### src/rtl/alu_issue_seq.sv
// rtl/alu_issue_seq.sv - ALU issue sequencer: op FIFO feeding a registered issue slot
// Optional repeat expansion is built when ALU_ISSUE_REPEAT_EN is defined.
module alu_issue_seq #(
    parameter int DEPTH = 2
) (
    input  logic        clk,
    input  logic        rst,
    input  logic        in_valid,
    output logic        in_ready,
    input  logic [3:0]  in_op,
    input  logic [2:0]  in_a,
    input  logic [2:0]  in_b,
    input  logic [2:0]  in_d,
    input  logic [15:0] in_imm,
    input  logic        in_use_imm,
    input  logic        in_wreg,
    input  logic        in_wflags,
    input  logic [3:0]  in_count,
    input  logic        wr_pc,
    output logic [3:0]  alu_f,
    output logic [2:0]  a_idx,
    output logic [2:0]  b_idx,
    output logic [2:0]  d_idx,
    output logic        wr_reg,
    output logic        wr_flags,
    output logic [15:0] t16,
    output logic        sel_inp,
    output logic        busy,
    output logic        flush,
    output logic [1:0]  q_level
);
    localparam int AW = (DEPTH > 1) ? $clog2(DEPTH) : 1;
    localparam int CW = AW + 1;
`ifdef ALU_ISSUE_REPEAT_EN
    localparam int EW = 36;
    typedef enum logic [1:0] { IDLE = 2'd0, ISSUE = 2'd1, REPEAT = 2'd2 } state_t;
`else
    localparam int EW = 32;
    typedef enum logic [1:0] { IDLE = 2'd0, ISSUE = 2'd1 } state_t;
`endif

    state_t        state, state_n;
    logic [EW-1:0] mem [DEPTH];
    logic [EW-1:0] in_entry, head;
    logic [AW-1:0] wptr, rptr;
    logic [CW-1:0] level;
    logic          push, pop, flush_now;
    logic          load_head, load_rep, clear_slot;

`ifdef ALU_ISSUE_REPEAT_EN
    logic [3:0] rem, rem_n, slot_count;
    assign in_entry = {in_count, in_op, in_a, in_b, in_d, in_imm, in_use_imm, in_wreg, in_wflags};
`else
    logic unused_count;
    assign unused_count = ^in_count;
    assign in_entry = {in_op, in_a, in_b, in_d, in_imm, in_use_imm, in_wreg, in_wflags};
`endif

    assign head      = mem[rptr];
    assign in_ready  = (level < CW'(DEPTH)) & ~wr_pc;
    assign push      = in_valid & in_ready;
    assign flush_now = wr_pc & (state != IDLE);
    assign busy      = (level != '0) | (state != IDLE);
    assign q_level   = level[1:0];

    always_ff @(posedge clk) begin
        if (push) begin
            mem[wptr] <= in_entry;
        end
    end

    always_ff @(posedge clk) begin
        if (rst || flush_now) begin
            wptr  <= '0;
            rptr  <= '0;
            level <= '0;
        end else begin
            if (push) wptr <= wptr + AW'(1);
            if (pop)  rptr <= rptr + AW'(1);
            level <= level + CW'(push) - CW'(pop);
        end
    end

    always_ff @(posedge clk) begin
        if (rst) state <= IDLE;
        else     state <= state_n;
    end

    always_comb begin
        state_n    = state;
        pop        = 1'b0;
        load_head  = 1'b0;
        load_rep   = 1'b0;
        clear_slot = 1'b0;
`ifdef ALU_ISSUE_REPEAT_EN
        rem_n      = rem;
`endif
        case (state)
            IDLE: begin
                if (level != '0) begin
                    pop       = 1'b1;
                    load_head = 1'b1;
                    state_n   = ISSUE;
                end
            end
            ISSUE: begin
`ifdef ALU_ISSUE_REPEAT_EN
                if (slot_count != 4'd0) begin
                    load_rep = 1'b1;
                    rem_n    = slot_count;
                    state_n  = REPEAT;
                end else
`endif
                if (level != '0) begin
                    pop       = 1'b1;
                    load_head = 1'b1;
                end else begin
                    clear_slot = 1'b1;
                    state_n    = IDLE;
                end
            end
`ifdef ALU_ISSUE_REPEAT_EN
            REPEAT: begin
                rem_n = rem - 4'd1;
                // Last repeat leaves through the same exit as a plain issue.
                if (rem == 4'd1) begin
                    if (level != '0) begin
                        pop       = 1'b1;
                        load_head = 1'b1;
                        state_n   = ISSUE;
                    end else begin
                        clear_slot = 1'b1;
                        state_n    = IDLE;
                    end
                end
            end
`endif
            default: begin
                clear_slot = 1'b1;
                state_n    = IDLE;
            end
        endcase
        if (flush_now) begin
            state_n    = IDLE;
            pop        = 1'b0;
            load_head  = 1'b0;
            load_rep   = 1'b0;
            clear_slot = 1'b1;
`ifdef ALU_ISSUE_REPEAT_EN
            rem_n      = 4'd0;
`endif
        end
    end

    always_ff @(posedge clk) begin
        if (rst || clear_slot) begin
            alu_f    <= '0;
            a_idx    <= '0;
            b_idx    <= '0;
            d_idx    <= '0;
            wr_reg   <= 1'b0;
            wr_flags <= 1'b0;
            t16      <= '0;
            sel_inp  <= 1'b0;
        end else if (load_head) begin
            alu_f    <= head[31:28];
            a_idx    <= head[27:25];
            b_idx    <= head[24:22];
            d_idx    <= head[21:19];
            t16      <= head[18:3];
            sel_inp  <= head[2];
            wr_reg   <= head[1];
            wr_flags <= head[0];
        end else if (load_rep) begin
            // Repeats chain the op on its own destination register.
            a_idx   <= d_idx;
            b_idx   <= d_idx;
            sel_inp <= 1'b0;
        end
    end

    always_ff @(posedge clk) begin
        if (rst) flush <= 1'b0;
        else     flush <= flush_now;
    end

`ifdef ALU_ISSUE_REPEAT_EN
    always_ff @(posedge clk) begin
        if (rst) begin
            rem        <= 4'd0;
            slot_count <= 4'd0;
        end else begin
            rem <= rem_n;
            if (clear_slot)     slot_count <= 4'd0;
            else if (load_head) slot_count <= head[35:32];
        end
    end
`endif
endmodule

### config.mk
export PLATFORM = sky130hd
export DESIGN_NAME = alu_issue_seq
export DESIGN_NICKNAME = d
export VERILOG_FILES = /design/src/rtl/alu_issue_seq.sv
export SDC_FILE = /design/constraint.sdc
export NUM_CORES = 1
export LEC_CHECK = 0
export ABC_AREA = 1
export CAP_MARGIN = 20
export CORE_MARGIN = 1.5
export CORE_UTILIZATION = 35
export CTS_CLUSTER_SIZE = 28
export DETAILED_ROUTE_END_ITERATION = 6
export GPL_TIMING_DRIVEN = 0
export SYNTH_ARGS = -nofsm -noshare
export SYNTH_HDL_FRONTEND = slang
export SYNTH_SLANG_ARGS = --single-unit
### constraint.sdc
create_clock -name clk -period 3.65 [get_ports clk]
set_input_delay 0.73 -clock clk [delete_from_list [all_inputs] [get_ports clk]]
set_output_delay 0.73 -clock clk [all_outputs]
set_load 0.02 [all_outputs]
# Word-level counts from Yosys, hierarchy flattened
# Memory sizes are Yosys's and may differ from the RTL's. A register that Yosys moved wholly into a read port is not among the register bits.
# Cells that the tools add are included.
# classes
n_div	0
n_mux	11
mul	0
add_sub_neg	4
eq_ne	3
n_lt_le_gt_ge	1
n_bitwise	5
shifts	0
n_reduce_logical	8
# ops
operator	count
2-to-1 mux 1 bit	7
2-to-1 mux 2 bit	2
!= test 2 bit, second input constant	2
case mux 2 bit (2 select lines)	1
nonzero test 2 bit	2
OR reduction 2 bit	2
bitwise AND 1 bit	3
adder 1 bit, second input constant	2
adder 2 x 1 -> 2 bit	1
equality test 2 x 1 -> 1 bit, second input constant	1
zero test 2 bit	1
logical OR 1 bit	2
less-than comparator 2 bit, second input constant	1
case mux 1 bit (2 select lines)	1
AND reduction 2 bit	1
subtractor 2 x 1 -> 2 bit	1
NOT 1 bit	1
OR 1 bit	1
# word_totals
reg_bits	7
ram_bits	64
latchBits	0
rom_bits	0
output_inout_bits	37
word_cells	38
n_memories	1
inputBits	40
# mem_list
memory	depth	word_bits	read_ports	rd_clocked_by_memory_dff	wr	line_no	rtl
mem	2	32	1	1	1	43	logic [EW-1:0] mem [DEPTH];

# Depth between registers and ports, before layout
# logic_depth
depth_word	5
depth_mapped	10
ltp_nobuf	9

# Worst setup path before layout
# OpenSTA, ideal clock, no wires.
# synth_path
kind	input to register
startpoint	input port wr_pc
endpoint	memory mem[1][0], enable pin
t_required_ns	3.227
setup_ns	0.423
path_buffers	0
stages	3
t_arrival_ns	2.697
slack_ns	0.530
path_cell_list	nor2_1 -> nand2_1 -> nor2_1
# synth_via
elab_chain_len	5
# synth_rtl
element	line_no	rtl
from (decl)	19	input logic wr_pc,
NOT 1 bit	60	assign in_ready = (level < CW'(DEPTH)) & ~wr_pc;
bitwise AND 1 bit	60	
bitwise AND 1 bit	61	assign push = in_valid & in_ready;
2-to-1 mux 1 bit	67	if (push) begin
2-to-1 mux 1 bit (not written as such)	68	mem[wptr] <= in_entry;
to (decl)	43	
# Every way passes these cells.

# Worst setup path in the final report
# layout_path
startpoint	input port wr_pc
endpoint	output port in_ready
# layout_via
elab_chain_len	2
# layout_rtl
element	line_no	rtl
NOT 1 bit	60	
bitwise AND 1 bit	60	
to (decl)	9	output logic in_ready,
# Every way passes these cells.

==> impl_metrics.py <==
metrics = {
    "setup_path": {
        "cp-start-kind": "primary input",
        "critPathArrivalTime_ps": 1980,
        "cp_cell_sequence": "clkdlybuf4s50_1 > nor2_1 > clkdlybuf4s50_1",
        "cp_slowest_stage_delay_ps": 640,
        "crit_path_start": "wr_pc",
        "criticalPathCategory": "in2out",
        "regToRegStartpoint": "q_level[1]",
        "rrSetupSlack_ps": 1820,
        "crit_cells": 3,
        "critPathCaptureType": "primary output",
        "cp.required_ps": 2920,
        "cp-endpoint": "in_ready",
        "critical_path_buf_inv_count": 2,
        "cp_slowest_cell": "clkdlybuf4s50_1",
        "ff2ff_path_depth": 8,
        "r2r_end": "q_level[1]",
        "cpLargestDelayFamily": "buffers and inverters",
        "cpMostUsedCell": "clkdlybuf4s50_1",
        "worst-path-max-fanout": 3,
    },
    "sta": {
        "slew_viol_final": 0,
        "fin_crit_sh": 0.7428,
        "finClkSkew_ps": 11.91,
        "period_needed_ps": 2711,
        "setup_ws_ps": 938.8,
        "worstMarginPinSlew_ps": 494.8,
        "tns_ps": 0,
        "slew_headroom": 0.6701,
        "hold_viol": 0,
        "rsz0062_at_grt": "no",
        "clock.fmax_ghz": 0.3688,
        "setup_viol": 0,
    },
    "power_and_ir_drop": {
        "p_int_mw": 2.230,
        "peakVddDrop_mv": 0.2900,
        "p_clk_frac": 0.194,
        "swShare": 0.3498,
        "power_switching_mw": 1.199,
        "pwr-share-seq": 0.436,
        "p_comb_frac": 0.370,
        "power.density_nw_per_um2": 674.9,
        "power.leakage_nw": 1.803,
    },
    "cells_and_area": {
        "multi_input_area_um2": 989.7,
        "finalInstanceArea_um2": 5081,
        "drive_gt1_frac": 0.1510,
        "largest_reg_flops": 64,
        "final_nets": 475,
        "top_register": "mem",
        "area_growth_pct": 28.88,
        "seqCellArea_um2": 2683,
        "reg_top3": "mem: 64 flops, t16: 16 flops, alu_f: 4 flops",
        "antenna_cells": 0,
        "nFillCells": 1053,
    },
    "die": {
        "core_um2": 10890,
        "die_w_um": 109.1,
        "die_area_um2": 11910,
        "rows": 38,
        "start_util": 0.3621,
        "pin_count": 77,
        "fp.dieH_um": 109.1,
    },
    "global_route": {
        "grt_pass1_vias": 2581,
        "grt_overflow": 0,
        "antenna_found_initial": 0,
        "track_usage": 0.1410,
        "grt_max_degree": 29,
        "grt_pass1_wl_mm": 12.54,
    },
    "synth": {
        "netlist_instances": 347,
        "synth.cell_area_um2": 3943,
        "yosysSeqAreaShare": 0.6804,
        "ys_types": 22,
        "synth_nets": 390,
        "synth_warnings": 0,
        "ys_ff_latch": 102,
        "syn_avg_cell_area_um2": 11.36,
    },
    "clock_network": {
        "cts-buffers-inserted": 9,
        "clk_pin_slew_worst_paths_ps": 90,
        "cts_sinks": 102,
        "post_cts_buffers": 0,
        "cts-resized-gates": 0,
        "clkLatencyLatePin_ps": 360,
        "ctsRootBufferMaster": "clkbuf_8",
        "ctsHtreeMaxLevel": 3,
        "cts_tree": "built",
        "clock_path_buffers": 2,
        "ctsHoldBuffers": 0,
    },
    "detailed_routing": {
        "first_pass_iters": 6,
        "vias": 2570,
        "wirelength_mm": 7.857,
        "drc_errors": 0,
        "drt_iter0_markers": 101,
        "ant_nets": 0,
        "wire_per_inst_um": 13.62,
        "viasPerCell": 4.454,
    },
    "run_status": {
        "status": "finished clean",
    },
    "worst_hold_path": {
        "hp-class": "reg2reg",
    },
    "place": {
        "place.gp.congestion": 0.7022,
        "post-place-ws_ps": 927.0,
        "port_buffers": 72,
        "dpl_cell_area_um2": 4893,
        "hpwl_mm": 5.261,
    },
    "run": {
        "maxCapViolations": 0,
    },
}
worst min-delay path: stages (launching register included):
cell and delay, ps:
dfxtp_1 320, nand2_1 80, a21oi_2 50
placed cells by master, fill, tap and decap left out, types with 3 or more instances in the layout:
master	n
ha_1	3
edfxtp_1	64
o21ai_0	32
a21oi_4	3
clkbuf_1	6
nand2_1	99
dfxtp_1	38
clkdlybuf4s50_1	72
a21oi_1	5
inv_1	39
buf_12	5
nor2_1	6
a21oi_2	27
buf_2	9
clkbuf_8	10
worst min path at each step:
stage	from	endpoint	slack, ps	depth (start not counted)
2_1_floorplan	state[0]	flush	490	2
3_3_place_gp	alu_f[3]	alu_f[3]	460	2
3_5_place_dp	alu_f[2]	alu_f[2]	470	2
4_1_cts	alu_f[2]	alu_f[2]	480	2
5_1_grt	alu_f[2]	alu_f[2]	500	2
6_report	alu_f[2]	alu_f[2]	480	2
power by group through the flow:
stage | registers (mW) | logic, mW | clock network [mW]
after floorplan | 1.65 | 0.660 | 0
after global placement | 1.52 | 1.26 | 0
after detailed placement | 1.52 | 1.29 | 0
after CTS | 1.50 | 1.30 | 0.692
after global routing | 1.51 | 1.41 | 0.732
final | 1.50 | 1.27 | 0.665
cell families after synthesis:
group,Yosys count,share of synthesized area
flops,102,0.6804
simple gates,114,0.1120
xor+xnor,2,0.004444
compound gates,68,0.1212
buf+inv,58,0.07236
fa+ha+maj,3,0.009522
per-stage QoR:
| stage | util | hold slack [ps] | power [mW] | cells |
|---|---|---|---|---|
| after floorplan | - | 489.4 | 2.309 | 347 |
| after global routing | 0.4667 | 500.3 | 3.660 | 577 |
| final | 0.4667 | 479.7 | 3.429 | 577 |
| after detailed placement | 0.4494 | 467.6 | 2.814 | 561 |
| after global placement | 0.4444 | 463.7 | 2.781 | 559 |
| after CTS | 0.4667 | 481.9 | 3.486 | 577 |
cell usage after synthesis:
| cell | n | area [um^2] |
|---|---|---|
| nand2_1 | 99 | 371.6 |
| edfxtp_1 | 64 | 1922 |
| inv_1 | 39 | 146.4 |
| dfxtp_1 | 38 | 760.7 |
| o21ai_0 | 32 | 160.2 |
| a21oi_2 | 27 | 236.5 |
| buf_2 | 9 | 45.04 |
| nor2_1 | 8 | 30.03 |
| a21oi_1 | 5 | 25.02 |
| clkbuf_1 | 4 | 15.01 |
| a21oi_4 | 3 | 48.80 |
| buf_12 | 3 | 60.06 |
| ha_1 | 3 | 37.54 |
| inv_2 | 2 | 7.510 |
| nand3_1 | 2 | 10.01 |
| nor2_2 | 2 | 12.51 |
| xnor2_1 | 2 | 17.52 |
| buf_6 | 1 | 11.26 |
| nand2_2 | 1 | 6.260 |
| nor3_1 | 1 | 5.000 |
| o211ai_1 | 1 | 7.510 |
| or2_1 | 1 | 6.260 |
per-layer routing:
metal	vias up	global-route usage	part of all wire
li1	1298	-	-
met1	1199	0.1757	0.45
met2	63	0.2335	0.48
met4	0	0.06673	0.014
met5	-	0	0
met3	10	0.02929	0.046
area by class of cell:
cell class,instances,area share
Clock inverter,3,0.003447
Inverter,41,0.03029
Tap cell,140,0.03447
Sequential cell,102,0.5279
Multi-Input combinational cell,187,0.1948
Clock buffer,13,0.03349
Buffer,17,0.02586
Timing Repair Buffer,74,0.1497
(Power assumes the default switching activity.)
